File: config.mk
export PLATFORM = sky130hd
export DESIGN_NAME = hilo_seq_ctrl
export DESIGN_NICKNAME = d
export VERILOG_FILES = /design/src/rtl/hilo_seq_ctrl.sv
export SDC_FILE = /design/constraint.sdc
export NUM_CORES = 1
export LEC_CHECK = 0
export ABC_AREA = 1
export BUFFER_PORTS_ARGS = -buffer_cell sky130_fd_sc_hd__buf_2
export CAP_MARGIN = 30
export CORE_ASPECT_RATIO = 0.7
export CORE_MARGIN = 1.5
export CORE_UTILIZATION = 45
export CTS_CLUSTER_SIZE = 30
export DETAILED_ROUTE_END_ITERATION = 16
export PLACE_DENSITY_LB_ADDON = 0.3
export SLEW_MARGIN = 20
export SYNTH_ARGS = -nofsm -noshare
export SYNTH_HDL_FRONTEND = slang
export SYNTH_SLANG_ARGS = --single-unit
File: constraint.sdc
create_clock -name clk -period 1.35 [get_ports clk]
set_input_delay 0.27 -clock clk [delete_from_list [all_inputs] [get_ports clk]]
set_output_delay 0.27 -clock clk [all_outputs]
set_load 0.02 [all_outputs]
File: src/rtl/hilo_seq_ctrl.sv
// hilo_seq_ctrl
//   Sequencer for the multiply/divide unit and the HI/LO write path.
//   Accepts mult/div requests in IDLE, pulses the selected unit's start,
//   waits for its done (bounded by TIMEOUT cycles), then issues a
//   one-cycle HI/LO write. Divide-by-zero is rejected in IDLE with an
//   exception pulse. MFHI/MFLO are stalled while an operation is in flight.
//
// Ports
//   clk          : clock, rising edge
//   reset        : asynchronous, active-low reset
//   op_mult      : MULT/MULTU request (sampled in IDLE only)
//   op_div       : DIV/DIVU request (sampled in IDLE only, op_mult wins)
//   divisor_zero : divisor operand is zero (sampled with op_div)
//   mfhilo_req   : control is executing MFHI/MFLO
//   mult_done    : multiplier result valid (level or pulse)
//   div_done     : divider result valid (level or pulse)
//   mult_go      : one-cycle multiplier start
//   div_go       : one-cycle divider start
//   src_sel      : Low/High mux select, 0 = multiplier, 1 = divider
//   hilo_we      : one-cycle HI/LO write enable
//   busy         : high in every non-IDLE state
//   stall        : mfhilo_req & busy (combinational)
//   div0_exc     : one-cycle divide-by-zero pulse
//   md_timeout   : one-cycle timeout/abort pulse
module hilo_seq_ctrl #(
  parameter int unsigned TIMEOUT = 64
) (
  input  logic clk,
  input  logic reset,
  input  logic op_mult,
  input  logic op_div,
  input  logic divisor_zero,
  input  logic mfhilo_req,
  input  logic mult_done,
  input  logic div_done,
  output logic mult_go,
  output logic div_go,
  output logic src_sel,
  output logic hilo_we,
  output logic busy,
  output logic stall,
  output logic div0_exc,
  output logic md_timeout
);

  typedef enum logic [1:0] {
    IDLE,
    MULT_RUN,
    DIV_RUN,
    WRITE
  } state_t;

  localparam logic [7:0] CNT_LAST = 8'(TIMEOUT - 1);

  state_t     state, state_n;
  logic [7:0] cnt, cnt_n;
  logic       mult_go_n, div_go_n, src_sel_n, hilo_we_n;
  logic       busy_n, div0_exc_n, md_timeout_n;
  logic       run_done;

  // Only the done of the unit actually running is observed.
  assign run_done = (state == MULT_RUN) ? mult_done : div_done;

  always_comb begin
    state_n      = state;
    cnt_n        = cnt;
    src_sel_n    = src_sel;
    mult_go_n    = 1'b0;
    div_go_n     = 1'b0;
    hilo_we_n    = 1'b0;
    div0_exc_n   = 1'b0;
    md_timeout_n = 1'b0;
    unique case (state)
      IDLE: begin
        if (op_mult) begin
          state_n   = MULT_RUN;
          mult_go_n = 1'b1;
          src_sel_n = 1'b0;
          cnt_n     = '0;
        end else if (op_div) begin
          if (divisor_zero) begin
            div0_exc_n = 1'b1;
          end else begin
            state_n   = DIV_RUN;
            div_go_n  = 1'b1;
            src_sel_n = 1'b1;
            cnt_n     = '0;
          end
        end
      end
      MULT_RUN, DIV_RUN: begin
        if (run_done) begin
          state_n   = WRITE;
          hilo_we_n = 1'b1;
        end else if (cnt == CNT_LAST) begin
          state_n      = IDLE;
          md_timeout_n = 1'b1;
        end else begin
          cnt_n = cnt + 8'd1;
        end
      end
      WRITE: begin
        state_n = IDLE;
      end
      default: begin
        state_n = IDLE;
      end
    endcase
    // Registered busy is derived from the next state so it tracks state exactly.
    busy_n = (state_n != IDLE);
  end

  always_ff @(posedge clk or negedge reset) begin
    if (!reset) begin
      state      <= IDLE;
      cnt        <= '0;
      mult_go    <= 1'b0;
      div_go     <= 1'b0;
      src_sel    <= 1'b0;
      hilo_we    <= 1'b0;
      busy       <= 1'b0;
      div0_exc   <= 1'b0;
      md_timeout <= 1'b0;
    end else begin
      state      <= state_n;
      cnt        <= cnt_n;
      mult_go    <= mult_go_n;
      div_go     <= div_go_n;
      src_sel    <= src_sel_n;
      hilo_we    <= hilo_we_n;
      busy       <= busy_n;
      div0_exc   <= div0_exc_n;
      md_timeout <= md_timeout_n;
    end
  end

  assign stall = mfhilo_req & busy;

endmodule

# After elaboration in Yosys (flattened, before gate mapping)
# Cells that the tools add are included.
[word_totals]
word_cells = 58
input_bits = 8
reg_bits = 17
output_inout_bits = 8
[classes]
n_bitwise = 1
n_mux = 31
n_eq_ne = 9
add_sub_neg = 1
n_reduce_logical = 7
[op_table]
columns = ["operator", "n"]
rows = [
  ["$mux W8", 5],
  ["$mux W1", 19],
  ["$pmux W8 S2", 1],
  ["$mux W2", 5],
  ["$add A8 B1 Y8 const B", 1],
  ["$eq A8 B6 Y1 const B", 1],
  ["$ne A2 B2 Y1 const B", 3],
  ["$ne A3 B3 Y1 const B", 2],
  ["$pmux W2 S3", 1],
  ["$reduce_bool A2 Y1", 3],
  ["$reduce_and A5 Y1", 1],
  ["$eq A2 B2 Y1 const B", 2],
  ["$reduce_and A3 Y1", 1],
  ["$eq A2 B1 Y1 const B", 1],
  ["$logic_not A2 Y1", 1],
  ["$reduce_or A2 Y1", 1],
  ["$and A1 B1 Y1", 1],
]

# Longest topological paths before layout
# Gate-level depths: netlist of run 1.
[depth]
ltp_word = 5
ltp_mapped = 10
mapped_depth_nobuf = 10

# Worst setup path before layout of run 1
# No wires, ideal clock.
[synth_timing]
kind = "register to register"
start = "register state[0]"
end = "register cnt[5]"
t_required_ps = 1285
setup_time_ps = 65
n_path_buf = 1
arrival_time_ps = 1323
period_less_slack_ps = 1388
slack_ps = -38
path_stages_with_launch = 10
cell_sequence = "dfrtp_1 inv_1 ha_1 buf_4 nand2_1 nand3_2 nand3_2 nor2_4 nand2_1 nand2_1"
[synth_between]
elab_chain_cells = 4
elab_cells_between_ends = 12
cone_classes = "eq/ne: 6; mux: 2; reduce/logical: 4"
[synth_rtl]
columns = ["item", "line_no", "source"]
rows = [
  ["start: declaration", "55", "state_t state, state_n;"],
  ["start signal: assignment", "125", "state <= state_n;"],
  ["$eq A2 B1 Y1 / $eq A2 B2 Y1 (equally long branches)", "62, 73", ""],
  ["$reduce_or A2 Y1 / $mux W1 (equally long branches)", "73, 62", ""],
  ["$ne A2 B2 Y1 (no source line) / $reduce_bool A2 Y1 (equally long branches)", "-", ""],
  ["$reduce_and A5 Y1 (no source line)", "-", ""],
  ["end signal: assignment", "126", "cnt <= cnt_n;"],
  ["end: declaration", "56", "logic [7:0] cnt, cnt_n;"],
]
# Parallel ways exist; a longest one is shown, timed or not.
# A chain may end at the register's enable or synchronous reset.

# Final worst setup path of run 1
[layout_timing]
start = "register state[0]"
end = "register cnt[1]"
# Same word-level chain as after synthesis.

==> results of run 1 <==
-- cell families after synthesis --
| kind of cell | Yosys count |
|---|---|
| and+or+nand+nor | 87 |
| DFF | 17 |
| AOI/OAI and AO/OA | 8 |
| buffers and inverters | 27 |
| xor gates and xnor gates | 2 |
| adders and majority gates | 3 |
-- tightest hold or removal path, stage by stage --
cell and delay, ps:
buf_2 100, inv_1 70, nor3_1 50
-- power groups by stage --
| stage | clock network (W) | logic [W] | registers (W) |
|---|---|---|---|
| 3_3_place_gp | 0 | 0.00151 | 0.000700 |
| 4_1_cts | 0.000288 | 0.00189 | 0.000710 |
| 3_5_place_dp | 0 | 0.00154 | 0.000709 |
| 5_1_grt | 0.000306 | 0.00232 | 0.000736 |
| 2_1_floorplan | 0 | 0.00101 | 0.000781 |
| 6_report | 0.000277 | 0.00216 | 0.000717 |
-- sequential cells by signal, summed over array words and instances (netlist names) --
register    cells
state           2
busy            1
div0_exc        1
hilo_we         1
cnt             8
md_timeout      1
src_sel         1
mult_go         1
div_go          1
-- metrics by stage --
stage	total power, W	TNS (ps)	area [um^2]	worst slack, ps
floorplan	0.00179	0	1040	0.181
global placement	0.00221	-841	1210	-106
detailed placement	0.00225	-1560	1210	-192
CTS	0.00288	-371	1340	-75.2
global route	0.00336	-1480	1390	-191
finish	0.00316	-636	1390	-97.8
-- synth_stat cells (2+ instances only) --
master and n:
nand2_2 2, inv_1 19, nand2_1 57, inv_2 6
nor2_4 2, nor2_1 15, nand3_1 4, ha_1 3
nand3_2 4, a21oi_1 5, dfrtp_1 17
-- worst max path at each step --
stage                  start     end  slack [ps]
global route        state[1]  cnt[1]        -190
global placement    state[0]  cnt[0]        -110
CTS                 state[0]  cnt[1]         -80
finish              state[0]  cnt[1]        -100
floorplan           state[0]  cnt[0]         0.2
detailed placement  state[0]  cnt[1]        -190
-- layer usage --
layer | vias to the layer above | part of all wire
met1 | 459 | 0.42
li1 | 500 | -
met5 | - | 0
met4 | 0 | 0.038
met2 | 50 | 0.46
met3 | 19 | 0.075
-- cell type report --
type	instances	area (um^2)
Multi-Input combinational cell	100	597
Clock buffer	4	26.3
Timing Repair Buffer	30	201
Tap cell	32	40.0
Fill cell	184	762
Inverter	26	101
Sequential cell	17	427
-- repair_timing --
item | CTS | global route
endpoints found under the hold margin | 17 | 0
endpoints found under the setup margin | 13 | 11
pin swaps | 9 | 3
buffers inserted | 4 | 0
hold buffers | 1 | 0
gates resized for setup | 16 | 14
==> metrics.csv, run 1 <==
stage,metric,value,unit
critical_path,crit_path_max_fanout,8,
grt,grt_pass1_vias,939,
synth,syn_nets,155,
pwr,comb_power_share,0.685,
pwr,p_per_area,2270,nW/um^2
finish,area_growth,36.4,%
sta,finalHoldViolations,0,
synth,synth_warnings,0,
grt,met1_usage,0.263,
clock_network,cts.sinks,17,
finish,instances_no_fill,209,
synth,yosysSeqAreaShare,0.417,
critical_path,reg2reg_to,cnt[1],
sta,setup_slack,-97.8,ps
synth,synth_compound_area_frac,0.0404,
grt,grt-ovfl-total,0,
floorplanning,dieWidth,59.9,um
pwr,power_frac_clock,0.088,
finish,drive_gt1_frac,0.395,
critical_path,crit_chain,inv_2 -> ha_4 -> buf_6 -> nand3_4 -> inv_2 -> nor2_4 -> nand2_1 -> nand2_1,
grt,grt_max_degree,18,
hold_path,hold_path_class,in -> reg,
floorplanning,io_pins,16,
sta,setup_viol,10,
synth,yosys.area_share.adder,0.0368,
synth,synthArstFlopShare,1.00,
synth,synthCells,144,
critical_path,cpMaxStageDelayCell,dfrtp_2,
outcome,status,"finished, violations left",
clock_network,cts_inserted_buffers,3,
sta,fmax,691,MHz
synth,synth_top_area_share,0.417,
placement,gp_congestion,0.819,
critical_path,startpoint_type,flop,
floorplanning,dieArea,2570,um^2
floorplanning,die_h,42.9,um
placement,dp_hpwl,1.65,mm
synth,synth-edff-count,0,
sta,rsz0062_at_grt,yes,
critical_path,cp_top_family,flip-flops,
sta,min_period_over_period,1.07,
synth,synth_xor_area_frac,0.0172,
floorplanning,rows,14,
critical_path,rrSetupSlack,-100,ps
synth,synth.area.top_cells,"dfrtp_1 (42%), nand2_1 (21%), inv_1 (7.0%), nor2_1 (5.5%), nand3_2 (3.9%)",
critical_path,cp.required,1590,ps
pwr,leakagePower,0.764,nW
pwr,peakVddDrop,1.32,mV
synth,synth_top_family_by_area,simple AND/OR/NAND/NOR gates,
synth,synth_ff_type,dfrtp_1,
critical_path,max_stage_delay,450,ps
critical_path,r2r_start,state[0],
drt,wirelength,2.47,mm
drt,dr_total_vias,1028,
pwr,p_switching,0.00149,W
critical_path,cp.arrival,1690,ps
synth,synth_cell_types,21,
synth,synth-simple-area-share,0.386,
pwr,pwr-share-seq,0.227,
drt,drtPass1Iterations,4,
grt,globalRoute.busiestLayer,met2,
synth,netlist_area,1020,um^2
grt,grt_antenna_before_repair,0,
placement,port_buffers,15,
critical_path,setup.worst_path.end_class,flop,
grt,grt_pass1_wl,3.97,mm
pwr,p_int,0.00167,W
synth,syn_area_per_cell,7.09,um^2
sta,worst_pin_slew,384,ps
clock_network,clockBufferDepth,2,
hold_path,hold_depth,3,
finish,mostFrequentLayoutCells,"nand2_1 (51), inv_1 (16), dfrtp_1 (16), buf_2 (15), nor2_1 (12)",
placement,placedCellCount,200,
finish,fin_nets,189,
sta,whs,224,ps
clock_network,cts_tree,built,
drt,routedWlPerCell,11.8,um
synth,muxShareOfSynthArea,0,
critical_path,reg2reg_depth,8,
drt,first_iter_violations,37,
sta,skew,1.81,ps
finish,layout_commonest_cell,nand2_1,
hold_path,min_from,op_div,
flow_run,maxCapViolations,0,
sta,final-max-slew-violation-count,0,
clock_network,htreeDepth,1,
sta,maxSlewHeadroom,0.744,
synth,ys_ff_latch,17,
finish,final_util,0.646,
critical_path,worst-path-stages,8,
drt,vias_per_cell,4.92,
clock_network,clk_pin_slew_worst_paths,90,ps
floorplanning,initial_core_util,0.474,
synth,synth_top_cell_by_area,dfrtp_1,
grt,grtUsageTotal,0.210,
pwr,switching_share,0.471,
drt,ant_nets,0,
critical_path,crit_buf_inv,3,
floorplanning,core-area,2150,um^2
hold_path,holdPathEnd,div0_exc,
clock_network,insertion_delay,300,ps
clock_network,cts.root.buffer_cell,clkbuf_4,
grt,gr-usage-met3,0.0671,
drt,drcViolationCount,0,
sta,finalCriticalPeriod,1450,ps
grt,grtUsageMet2,0.341,
critical_path,crit_type,reg -> reg,
outcome,violations,negative setup slack,
finish,antennaDiodeCount,0,
No activity file was read; power rests on OpenSTA's default activity.
==> run 2: changes to the inputs <==
--- a/config.mk
+++ b/config.mk
@@ -12,3 +12,4 @@
 export CORE_MARGIN = 1.5
-export CORE_UTILIZATION = 45
+export CORE_UTILIZATION = 34
+export CTS_CLUSTER_DIAMETER = 50
 export CTS_CLUSTER_SIZE = 30
--- a/constraint.sdc
+++ b/constraint.sdc
@@ -3,2 +3,2 @@
 set_output_delay 0.27 -clock clk [all_outputs]
-set_load 0.02 [all_outputs]
+set_load 0.05 [all_outputs]
==> run 2 against run 1 <==
- the run still ends with negative setup slack left
- power increased by 4.1%
- core utilization decreased by 15 points
- clock skew increased by 3.1 ps
- routed wire length decreased by 2.5%
- hold slack improved by 41 ps
- via count shrank 4.9%
- clock-buffer cell count did not move
- clock power increased by 41%
- final area rose by 0.72%
- worst setup slack worse by 31 ps
- critical path depth unchanged
- largest cell class unchanged
==> metrics.csv, run 2 (synthesis results as in run 1) <==
stage,metric,value,unit,change
critical_path,cp.arrival,1670,ps,-20 ps
floorplanning,dieArea,3350,um^2,+30%
finish,area_growth,37.4,%,
finish,top_regs,"cnt x8, state x2",,
critical_path,crit_type,reg -> reg,,
clock_network,clk_pin_slew_worst_paths,70,ps,-20 ps
sta,final-max-slew-violation-count,0,,unchanged
critical_path,startpoint_type,flop,,
hold_path,hold_depth,3,,unchanged
sta,setup_tns,-1140,ps,-500 ps
sta,skew,4.90,ps,+3.09 ps
clock_network,clockBufferDepth,2,,unchanged
clock_network,cts_tree,built,,
drt,dr_total_vias,978,,-4.9%
drt,routedWlPerCell,11.2,um,-5.3%
grt,grtUsageTotal,0.160,,-0.0499
critical_path,crit_chain,inv_2 -> ha_4 -> nand2_4 -> nand3_4 -> nand3_4 -> nor2_4 -> nand2_1 -> nand2_1,,
critical_path,setup.worst_path.end_class,flop,,
finish,fillCellCount,274,,+49%
finish,mostFrequentLayoutCells,"nand2_1 (53), dfrtp_1 (17), inv_1 (16), buf_2 (15), buf_4 (15)",,
grt,grt-ovfl-total,0,,unchanged
placement,post_dp_cell_area,1240,um^2,+2.3%
finish,drive_gt1_frac,0.374,,-0.0212
sta,maxSlewHeadroom,0.724,,-0.0204
finish,regMostFlops,cnt,,
sta,fmax,676,MHz,-2.1%
critical_path,cp.required,1550,ps,-40 ps
critical_path,rrSetupSlack,-130,ps,-30 ps
floorplanning,initial_core_util,0.362,,-0.112
sta,finalHoldViolations,0,,unchanged
pwr,peakVddDrop,1.04,mV,-21%
grt,grt_antenna_before_repair,0,,unchanged
placement,port_buffers,15,,unchanged
pwr,pwr-share-seq,0.217,,-0.010
critical_path,crit_path_max_fanout,8,,unchanged
grt,grt_max_degree,18,,unchanged
pwr,comb_power_share,0.664,,-0.021
sta,setup_viol,10,,unchanged
clock_network,cts.sinks,17,,unchanged
hold_path,holdPathEnd,div0_exc,,
floorplanning,core-area,2820,um^2,+31%
pwr,p_int,0.00172,W,+2.9%
finish,largest_reg_flops,8,,unchanged
finish,final_util,0.497,,-0.149
sta,min_period_over_period,1.10,,+0.0233
placement,gp_congestion,0.786,,-4.0%
critical_path,max_stage_delay,450,ps,about the same
hold_path,min_from,op_div,,
drt,drcViolationCount,0,,unchanged
flow_run,maxCapViolations,0,,unchanged
finish,fin_area,1400,um^2,+0.72%
outcome,status,"finished, violations left",,
critical_path,cpMaxStageDelayCell,dfrtp_1,,
drt,wirelength,2.41,mm,-2.5%
pwr,power_frac_clock,0.119,,+0.031
critical_path,reg2reg_to,cnt[5],,
finish,fin_nets,191,,+1.1%
outcome,violations,negative setup slack,,
drt,vias_per_cell,4.55,,-7.5%
floorplanning,rows,16,,+2
grt,grt_pass1_wl,3.95,mm,-0.35%
drt,first_iter_violations,36,,-2.7%
clock_network,cts_inserted_buffers,3,,unchanged
finish,antennaDiodeCount,0,,unchanged
sta,finalCriticalPeriod,1480,ps,+31.5 ps
pwr,p_per_area,2340,nW/um^2,+3.4%
floorplanning,dieWidth,68.5,um,+14%
placement,dp_hpwl,1.68,mm,+1.4%
drt,ant_nets,0,,unchanged
floorplanning,io_pins,16,,unchanged
drt,drtPass1Iterations,4,,unchanged
floorplanning,die_h,48.8,um,+14%
critical_path,crit_buf_inv,1,,-2
sta,setup_slack,-129,ps,-31.5 ps
finish,layout_commonest_cell,nand2_1,,
grt,grt_pass1_vias,912,,-2.9%
critical_path,cp_top_family,simple AND/OR/NAND/NOR gates,,
pwr,leakagePower,0.773,nW,+1.1%
sta,rsz0062_at_grt,yes,,
clock_network,insertion_delay,260,ps,-40 ps
hold_path,hold_path_class,in -> reg,,
critical_path,r2r_start,state[0],,
critical_path,reg2reg_depth,8,,unchanged
clock_network,htreeDepth,1,,unchanged
pwr,p_switching,0.00157,W,+5.4%
clock_network,cts.root.buffer_cell,clkbuf_8,,
sta,worst_pin_slew,414,ps,+30.5 ps
pwr,switching_share,0.477,,+0.00593
-- run 2: cell types whose count changed in the layout (fill, tap and decap cells not counted), sizes merged --
cell,delta
clkinv,-1
inv,+1
buf,+2
-- run 2: power by group through the flow --
| stage | clock [W] | combinational (W) | sequential, W |
|---|---|---|---|
| after floorplan | 0 | 0.00103 | 0.000904 |
| after detailed placement | 0 | 0.00172 | 0.000704 |
| after CTS | 0.000399 | 0.00192 | 0.000709 |
| final | 0.000391 | 0.00218 | 0.000714 |
| after global placement | 0 | 0.00170 | 0.000700 |
| after global routing | 0.000435 | 0.00235 | 0.000728 |
-- run 2: layer usage --
layer,track usage,part of all wire,vias up
met5,0,0,-
met4,0.0400,0.0062,0
met3,0.0485,0.041,2
met2,0.250,0.48,22
met1,0.215,0.47,450
li1,-,-,504
-- run 2: timing repair --
action                     CTS  global route
pin swaps                    3             8
hold buffers                 1             0
hold endpoints to repair    17             0
setup buffers                0             3
gates resized for setup     11            12
setup endpoints to repair   11            11
-- run 2: worst reg2reg max path, cell delays in order (launching register included) --
cell and delay (ps):
dfrtp_1 450, inv_2 70, ha_4 320, nand2_4 70, nand3_4 80, nand3_4 80
nor2_4 220, nand2_1 80, nand2_1 60
-- run 2: worst max path at each step --
stage | start | endpoint | slack, ps | cells past startpoint
4_1_cts | state[1] | cnt[5] | -100 | 10
3_5_place_dp | state[0] | cnt[5] | -160 | 8
5_1_grt | state[0] | cnt[1] | -200 | 8
2_1_floorplan | state[0] | cnt[0] | 0.2 | 9
3_3_place_gp | state[1] | cnt[1] | -130 | 10
6_report | state[0] | cnt[5] | -130 | 8
-- run 2: area by class of cell --
type | instances | area, um^2 | share of cell area
repair buffers | 32 | 209 | 0.149
clock buffers | 4 | 45.0 | 0.0321
well taps | 36 | 45.0 | 0.0321
multi-input cells | 100 | 578 | 0.412
inverters | 26 | 100 | 0.0714
flip-flops and latches | 17 | 425 | 0.303
-- run 2: metrics by stage --
step                      hold WS (ps)  std cells  setup WS (ps)  total power, W
final                              265        215           -129         0.00329
after global routing               281        215           -199         0.00351
after CTS                          264        212           -100         0.00303
after detailed placement           231        207           -162         0.00242
after global placement             224        207           -133         0.00240
after floorplan                  -25.6        144          0.181         0.00193
